`config.mk`:
```
export PLATFORM = sky130hd
export DESIGN_NAME = and3_sweep_ctrl
export DESIGN_NICKNAME = d
export VERILOG_FILES = /design/src/rtl/and3_sweep_ctrl.sv
export SDC_FILE = /design/constraint.sdc
export NUM_CORES = 1
export LEC_CHECK = 0
export CAP_MARGIN = 10
export CORE_MARGIN = 4
export CORE_UTILIZATION = 30
export DETAILED_ROUTE_END_ITERATION = 7
export HOLD_SLACK_MARGIN = 0.05
export SETUP_SLACK_MARGIN = 0.1
export SYNTH_ARGS = -nofsm -noshare
export SYNTH_HDL_FRONTEND = slang
export SYNTH_SLANG_ARGS = --single-unit
```
`constraint.sdc`:
```
create_clock -name clk -period 4 [get_ports clk]
set_clock_uncertainty 0.1 [all_clocks]
set_input_delay 1.2 -clock clk [delete_from_list [all_inputs] [get_ports clk]]
set_output_delay 1.2 -clock clk [all_outputs]
set_load 0.01 [all_outputs]
```
`src/rtl/and3_sweep_ctrl.sv`:
```
// Self-test sequencer for the 3-input AND gate: walks x/y/v through 000..111,
// samples z after a settle time and records mismatch count and first failure.
//
// state  | meaning
// IDLE   | waiting for start; x/y/v parked at 000
// SETTLE | vector driven, counting SETTLE_CYCLES before sampling z
// CHECK  | one cycle; z sampled and compared at the closing edge
// DONE   | one-cycle completion pulse, pass verdict latched
module and3_sweep_ctrl #(
    parameter int unsigned SETTLE_CYCLES = 1
) (
    input  logic       clk,
    input  logic       rst,
    input  logic       start,
    input  logic       abort,
    input  logic       z,
    output logic       x,
    output logic       y,
    output logic       v,
    output logic       busy,
    output logic       done,
    output logic       pass,
    output logic [3:0] err_count,
    output logic       fail_valid,
    output logic [2:0] first_fail
);

    localparam logic [1:0] S_IDLE   = 2'd0;
    localparam logic [1:0] S_SETTLE = 2'd1;
    localparam logic [1:0] S_CHECK  = 2'd2;
    localparam logic [1:0] S_DONE   = 2'd3;

    localparam logic [3:0] CNT_LAST = 4'(SETTLE_CYCLES - 1);

    logic [1:0] r_state;
    logic [2:0] r_idx;
    logic [3:0] r_cnt;
    logic       r_busy;
    logic       r_done;
    logic       r_pass;
    logic [3:0] r_err;
    logic       r_fv;
    logic [2:0] r_ff;

    logic       w_expect;
    logic       w_mismatch;
    logic [3:0] w_err_next;

    assign w_expect   = (r_idx == 3'd7);
    assign w_mismatch = (z != w_expect);
    // includes a mismatch found in the final CHECK so the pass verdict sees it
    assign w_err_next = r_err + {3'b000, w_mismatch};

    always_ff @(posedge clk) begin
        if (rst) begin
            r_state <= S_IDLE;
            r_idx   <= 3'd0;
            r_cnt   <= 4'd0;
            r_busy  <= 1'b0;
            r_done  <= 1'b0;
            r_pass  <= 1'b0;
            r_err   <= 4'd0;
            r_fv    <= 1'b0;
            r_ff    <= 3'd0;
        end else begin
            r_done <= 1'b0;
            case (r_state)
                S_IDLE: begin
                    if (start) begin
                        r_state <= S_SETTLE;
                        r_idx   <= 3'd0;
                        r_cnt   <= 4'd0;
                        r_busy  <= 1'b1;
                        r_pass  <= 1'b0;
                        r_err   <= 4'd0;
                        r_fv    <= 1'b0;
                        r_ff    <= 3'd0;
                    end
                end
                S_SETTLE: begin
                    if (abort) begin
                        r_state <= S_IDLE;
                        r_idx   <= 3'd0;
                        r_busy  <= 1'b0;
                        r_pass  <= 1'b0;
                    end else if (r_cnt == CNT_LAST) begin
                        r_state <= S_CHECK;
                    end else begin
                        r_cnt <= r_cnt + 4'd1;
                    end
                end
                S_CHECK: begin
                    // an aborted CHECK is discarded entirely; partial results hold
                    if (abort) begin
                        r_state <= S_IDLE;
                        r_idx   <= 3'd0;
                        r_busy  <= 1'b0;
                        r_pass  <= 1'b0;
                    end else begin
                        if (w_mismatch) begin
                            r_err <= w_err_next;
                            if (!r_fv) begin
                                r_fv <= 1'b1;
                                r_ff <= r_idx;
                            end
                        end
                        if (r_idx == 3'd7) begin
                            r_state <= S_DONE;
                            r_busy  <= 1'b0;
                            r_done  <= 1'b1;
                            r_pass  <= (w_err_next == 4'd0);
                        end else begin
                            r_idx   <= r_idx + 3'd1;
                            r_cnt   <= 4'd0;
                            r_state <= S_SETTLE;
                        end
                    end
                end
                S_DONE: begin
                    r_state <= S_IDLE;
                    r_idx   <= 3'd0;
                end
                default: begin
                    r_state <= S_IDLE;
                    r_idx   <= 3'd0;
                    r_busy  <= 1'b0;
                end
            endcase
        end
    end

    assign x          = r_idx[2];
    assign y          = r_idx[1];
    assign v          = r_idx[0];
    assign busy       = r_busy;
    assign done       = r_done;
    assign pass       = r_pass;
    assign err_count  = r_err;
    assign fail_valid = r_fv;
    assign first_fail = r_ff;

endmodule

```
==> metrics.txt, run 1 <==
Residual DRC=0; clk sinks=20; crit path DAT=around 3100 ps; CP bufs+invs=2; EDFF count, synth=0; Worst path most repeated cell=ha_1; largest net degree at the start of global routing=22; initial antenna violation count=0; Routability Congestion=0.8880; critical path's slowest cell=clkdlybuf4s50_1; Post-synth top flop=dfxtp_1; Yosys reg bits=20; status=complete, no violations; worst-path cell chain=clkdlybuf4s50_1, xnor2_1, inv_2, ha_1, ha_1, nor4_1, nand3_1, mux2i_1; drt pass-1 iters=4; core area=between 3000 and 4000 um^2; global route total overflow=0; Total GRT Usage=12.41%; die area=approximately 4800 um^2; CTS buffer count=3; CTS tree=yes; Worst-Skew Late Latency=260 ps; drt initial violations=about 120; post-route ant nets=0; Distinct cells, synth=37; CTS clk-pin slew, worst paths=70 ps; Mapped Area=about 1100 um^2; Power Dens Cells=around 300 nW/um^2; Tcrit/Tclk final=74.72%; Avg Cell Area, Syn=just over 8 um^2; Max Slew Vio Count=0; first-pass GRT wire length=4471 um; Critical Path Start Type=input pin; Final Hold Vio Count=0; fmax=roughly 0.33 GHz; Max clock buf depth=2; Hold WS=around 360 ps; die height=roughly 69 um; Max VDD drop=0.1769 mV; vias in the first global route=between 900 and 1000; max-cap violation count=0; crit path capture type=flop; critical path class=in2reg; Worst Max-Slew Pin Slew=about 770 ps; row count=21; wire length per cell=approximately 13 um; main area contributors after synthesis=dfxtp_1, ha_1, o21ai_0; Final #Nets=between 150 and 200; Setup TNS=0 ps; Slew HR=between 40 and 50%; Post-CTS Setup Bufs=0; Syn. warnings=0; I/O Buffers=18; H-tree depth=1; required time worst endpoint=around 4000 ps; root buf cell=clkbuf_8; syn nets=~150; Area Growth Syn to Fin=24.55%; Synth area leader=dfxtp_1; Post-synth ARST share=0%; Post-DP HPWL=1994 um; Cells after Synth=about 140; RSZ-0062 raised after global routing=false; # hold bufs at CTS=0; HP Class=reg2reg; post-layout minimum cycle time=about 3000 ps; share of the synthesized area in the top cell type=between 30% and 40%; share of post-route cells with drive strength above 1=roughly 5.2%; largest fanout on the critical path=4; I/O pin total=19; DR vias=~1100; Initial Util=32.18%; Pleak=approximately 0.49 nW; Via density=5.470; final WL=between 2000 and 3000 um; crit-path leading delay family=buffers and inverters; Crit path largest cell delay=around 420 ps; part of the Yosys area used for sequential elements=a little over a third; Chip Width=roughly 69 um; final setup fails=0; filler instances=362; Diodes inserted=0; post-CTS resize count=0
-- power breakdown --
part	switching, mW	internal [mW]
Combinational	0.0388	0.0208
Sequential	0.00240	0.202
Clock	0.0669	0.0876
Total	0.108	0.311
-- state kept, by name, summed over array words and instances, names as in the netlist --
signal      cells
fail_valid      1
busy            1
r_idx           3
done            1
err_count       4
r_state         2
r_cnt           4
pass            1
first_fail      3
-- path summary, 6_finish.rpt --
check,slack [ps],to,cells past startpoint,startpoint
max,1010,pass,8,z
min,360,pass,2,pass
max reg2reg,1530,pass,9,r_idx[1]
min reg2reg,360,pass,2,pass
-- layout make-up --
type                       count  area [um^2]  area share (%)
sequential                    20        400.4           28.80
timing repair buffer          18        180.2           12.96
inverter                      12        45.04           3.240
multi-input combinational    100        651.9           46.89
tap                           46        57.56           4.140
clock buffer                   4        55.05           3.960
-- kinds of logic after synthesis --
kind of cell | after synthesis | share of synthesized area (%)
adder cells (fa/ha/maj) | 10 | 11.21
multiplexers | 1 | 0.8969
AO/OA/AOI/OAI | 40 | 21.75
flip-flops | 20 | 35.87
buffers and inverters | 17 | 5.716
AND/OR/NAND/NOR | 46 | 22.20
XOR/XNOR | 3 | 2.355
-- worst min-delay path: stages (launching register included) --
cell and delay, ps:
dfxtp_1 310, nand2_1 50, mux2i_1 50
-- stage by stage --
step | instances | power, mW | util [%] | setup WS (ps) | area, um^2
detailed placement | 196 | 0.2684 | 38.49 | 748.5 | 1335
floorplan | 137 | 0.2492 | - | 1367 | 1116
CTS | 200 | 0.4267 | 40.08 | 1020 | 1390
global placement | 196 | 0.2677 | 38.49 | 839.2 | 1335
global route | 200 | 0.4426 | 40.08 | 818.2 | 1390
finish | 200 | 0.4189 | 40.08 | 1011 | 1390
-- layer usage --
| metal | track usage, % | vias to the layer above | share of wire, % |
|---|---|---|---|
| li1 | - | 534 | - |
| met1 | 16.65 | 518 | 48 |
| met2 | 19.05 | 40 | 45 |
| met3 | 3.728 | 2 | 6.7 |
| met4 | 3.650 | 0 | 1.0 |
| met5 | 0 | - | 0 |
-- synthesized netlist by cell type (2+ instances only) --
master,number
nor2b_1,2
dfxtp_1,20
ha_1,10
a21oi_1,12
nand2b_1,2
clkbuf_1,4
a31oi_1,4
inv_1,11
and2_1,2
o21ai_0,13
xnor2_1,2
o2111ai_1,2
nor2_1,4
nand3_1,10
nor4_1,2
nor3_1,4
nand4_1,5
nand2_1,9
-- layout by cell type, fill, tap and decap left out, types with 2 or more instances in the layout --
| cell | count |
|---|---|
| a21oi_1 | 12 |
| a31oi_1 | 4 |
| and2_1 | 2 |
| clkbuf_8 | 4 |
| clkdlybuf4s50_1 | 18 |
| dfxtp_1 | 20 |
| ha_1 | 10 |
| inv_1 | 11 |
| nand2_1 | 9 |
| nand2b_1 | 2 |
| nand3_1 | 10 |
| nand4_1 | 5 |
| nor2_1 | 4 |
| nor2b_1 | 2 |
| nor3_1 | 4 |
| nor4_1 | 2 |
| o2111ai_1 | 2 |
| o21ai_0 | 13 |
| xnor2_1 | 2 |
Power figures use the tool's default switching activity.
==> run 2: changes to the inputs <==
clock period = 2.7 ns   (was 4 ns; I/O delays follow)
==> metrics.txt, run 2 (same netlist as run 1, synthesis figures left out) <==
post-route ant nets=0 (unchanged); Final Hold Vio Count=0 (unchanged); PnR worst setup slack=246.5 ps (-764.9 ps); Inst Count DP=204 (+4.1%); final WL=2787 um (+4.3%); sw power=0.1644 mW (+52%); Clk pwr share=36.3% (-0.6 points); die height=69.00 um (unchanged); Post-CTS Setup Bufs=0 (unchanged); I/O pin total=19 (unchanged); HP Class=reg2reg; DR vias=1103 (+0.82%); clk sinks=20 (unchanged); crit path capture type=flop; Worst path most repeated cell=ha_1; Final Power=0.6341 mW (+51%); RSZ-0062 raised after global routing=false; most common cell after layout, fill and taps aside=dfxtp_1; fmax=0.4076 GHz; critical path class=in2reg; H-tree depth=1 (unchanged); final setup fails=0 (unchanged); max-cap violation count=0 (unchanged); Final #Nets=178 (+4.7%); Initial Util=32.18% (unchanged); first-pass GRT wire length=4629 um (+3.5%); Worst-Skew Late Latency=260 ps (about the same); # hold bufs at CTS=0 (unchanged); Diodes inserted=0 (unchanged); Combinational Power Share=15.9% (+1.7 points); end-of-flow core utilization=41.81% (+1.7 points); drt initial violations=31 (-74%); CTS buffer count=3 (unchanged); Routability Congestion=0.8603 (-3.1%); Post-DP HPWL=2082 um (+4.4%); I/O Buffers=18 (unchanged); wire length per cell=13.40 um (+0.25%); Worst Max-Slew Pin Slew=570.0 ps (-201.9 ps); worst-path cell chain=clkdlybuf4s50_1, xnor2_1, inv_2, ha_1, ha_1, nor4_1, nand3_1, mux2i_1; initial antenna violation count=0 (unchanged); global route total overflow=0 (unchanged); Slew HR=61.75% (+13 points); Max VDD drop=0.1949 mV (+10%); Pleak=0.5258 nW (+8.0%); Cell Count, Final, Fillers Out=208 (+4.0%); switch share=25.93% (+0.12 points); crit path DAT=2550 ps (-530 ps); drt pass-1 iters=4 (unchanged); Reg2Reg Depth=9 (unchanged); status=complete, no violations; Chip Width=69.00 um (unchanged); Power Dens Cells=437.2 nW/um^2 (+45%); dpl ws=-16.64 ps (-765.1 ps); critical path's slowest cell=clkdlybuf4s50_1; Residual DRC=0 (unchanged); Max clock buf depth=2 (unchanged); required time worst endpoint=2790 ps (-1300 ps); Crit path largest cell delay=430 ps (about the same); commonest cells after routing, fill and taps aside=dfxtp_1, clkdlybuf4s50_1, o21ai_0, a21oi_1, inv_1; row count=21 (unchanged); CTS tree=yes; share of power burned in registers=47.8% (-1.1 points); Total GRT Usage=12.98% (+0.57 points); CTS clk-pin slew, worst paths=70 ps (about the same); die area=4760 um^2 (unchanged); Max Slew Vio Count=0 (unchanged); post-layout minimum cycle time=about 2500 ps; largest fanout on the critical path=2 (-2); Critical Path Start Type=input pin; Int Pwr=0.4696 mW (+51%); root buf cell=clkbuf_8; Area Growth Syn to Fin=29.93%; Via density=5.303 (-3.1%); filler instances=352 (-2.8%); Hold Path Depth=2 (unchanged); vias in the first global route=988 (-0.20%); share of post-route cells with drive strength above 1=9.877% (+4.7 points); largest net degree at the start of global routing=17 (-23%); Tcrit/Tclk final=around nine tenths; post-CTS resize count=0 (unchanged); core area=3468 um^2 (unchanged)
run 2: changes by cell type in the layout (fill, tap and decap cells not counted):
cell,before,now
buf_4,0,8
run 2: path summary, 6_finish.rpt:
kind	to	startpoint	slack, ps
worst max-delay path	pass	z	250
worst min register to register	busy	busy	370
worst max register to register	pass	r_idx[1]	430
worst min-delay path	busy	busy	370
run 2: per-stage QoR:
| step | area, um^2 | TNS [ps] | hold slack (ps) |
|---|---|---|---|
| final | 1450 | 0 | 365.5 |
| after global routing | 1450 | 0 | 374.8 |
| after CTS | 1450 | 0 | 369.8 |
| after detailed placement | 1395 | -16.64 | 359.0 |
| after global placement | 1395 | 0 | 336.2 |
| after floorplan | 1116 | 0 | 358.7 |
run 2: layer usage:
| metal | up-vias | global-route usage, % | wire, um |
|---|---|---|---|
| met2 | 25 | 19.40 | 1231 |
| met3 | 4 | 2.593 | 108 |
| met5 | - | 0 | 0 |
| met1 | 523 | 18.10 | 1402 |
| met4 | 0 | 5.109 | 45 |
| li1 | 551 | - | - |
run 2: critical path: cells and delay by family:
kind / cells / cell delay (ps)
xor+xnor: 1 / 220
fa+ha+maj: 2 / 480
mux: 1 / 120
buf+inv: 2 / 490
simple gates: 2 / 430
run 2: layout make-up:
type                            instances  area [um^2]  area share (%)
Sequential cell                        20        400.4           27.61
Multi-Input combinational cell        100        651.9           44.95
Clock buffer                            4        55.05           3.796
Timing Repair Buffer                   26        240.2           16.57
Inverter                               12        45.04           3.106
Tap cell                               46        57.56           3.969
run 2: power groups by stage:
stage	Clock (mW)	Combinational, mW	Sequential, mW
after detailed placement	0	0.0993	0.310
after global routing	0.255	0.113	0.304
after floorplan	0	0.0585	0.311
after CTS	0.239	0.100	0.303
final	0.230	0.101	0.303
after global placement	0	0.0983	0.310
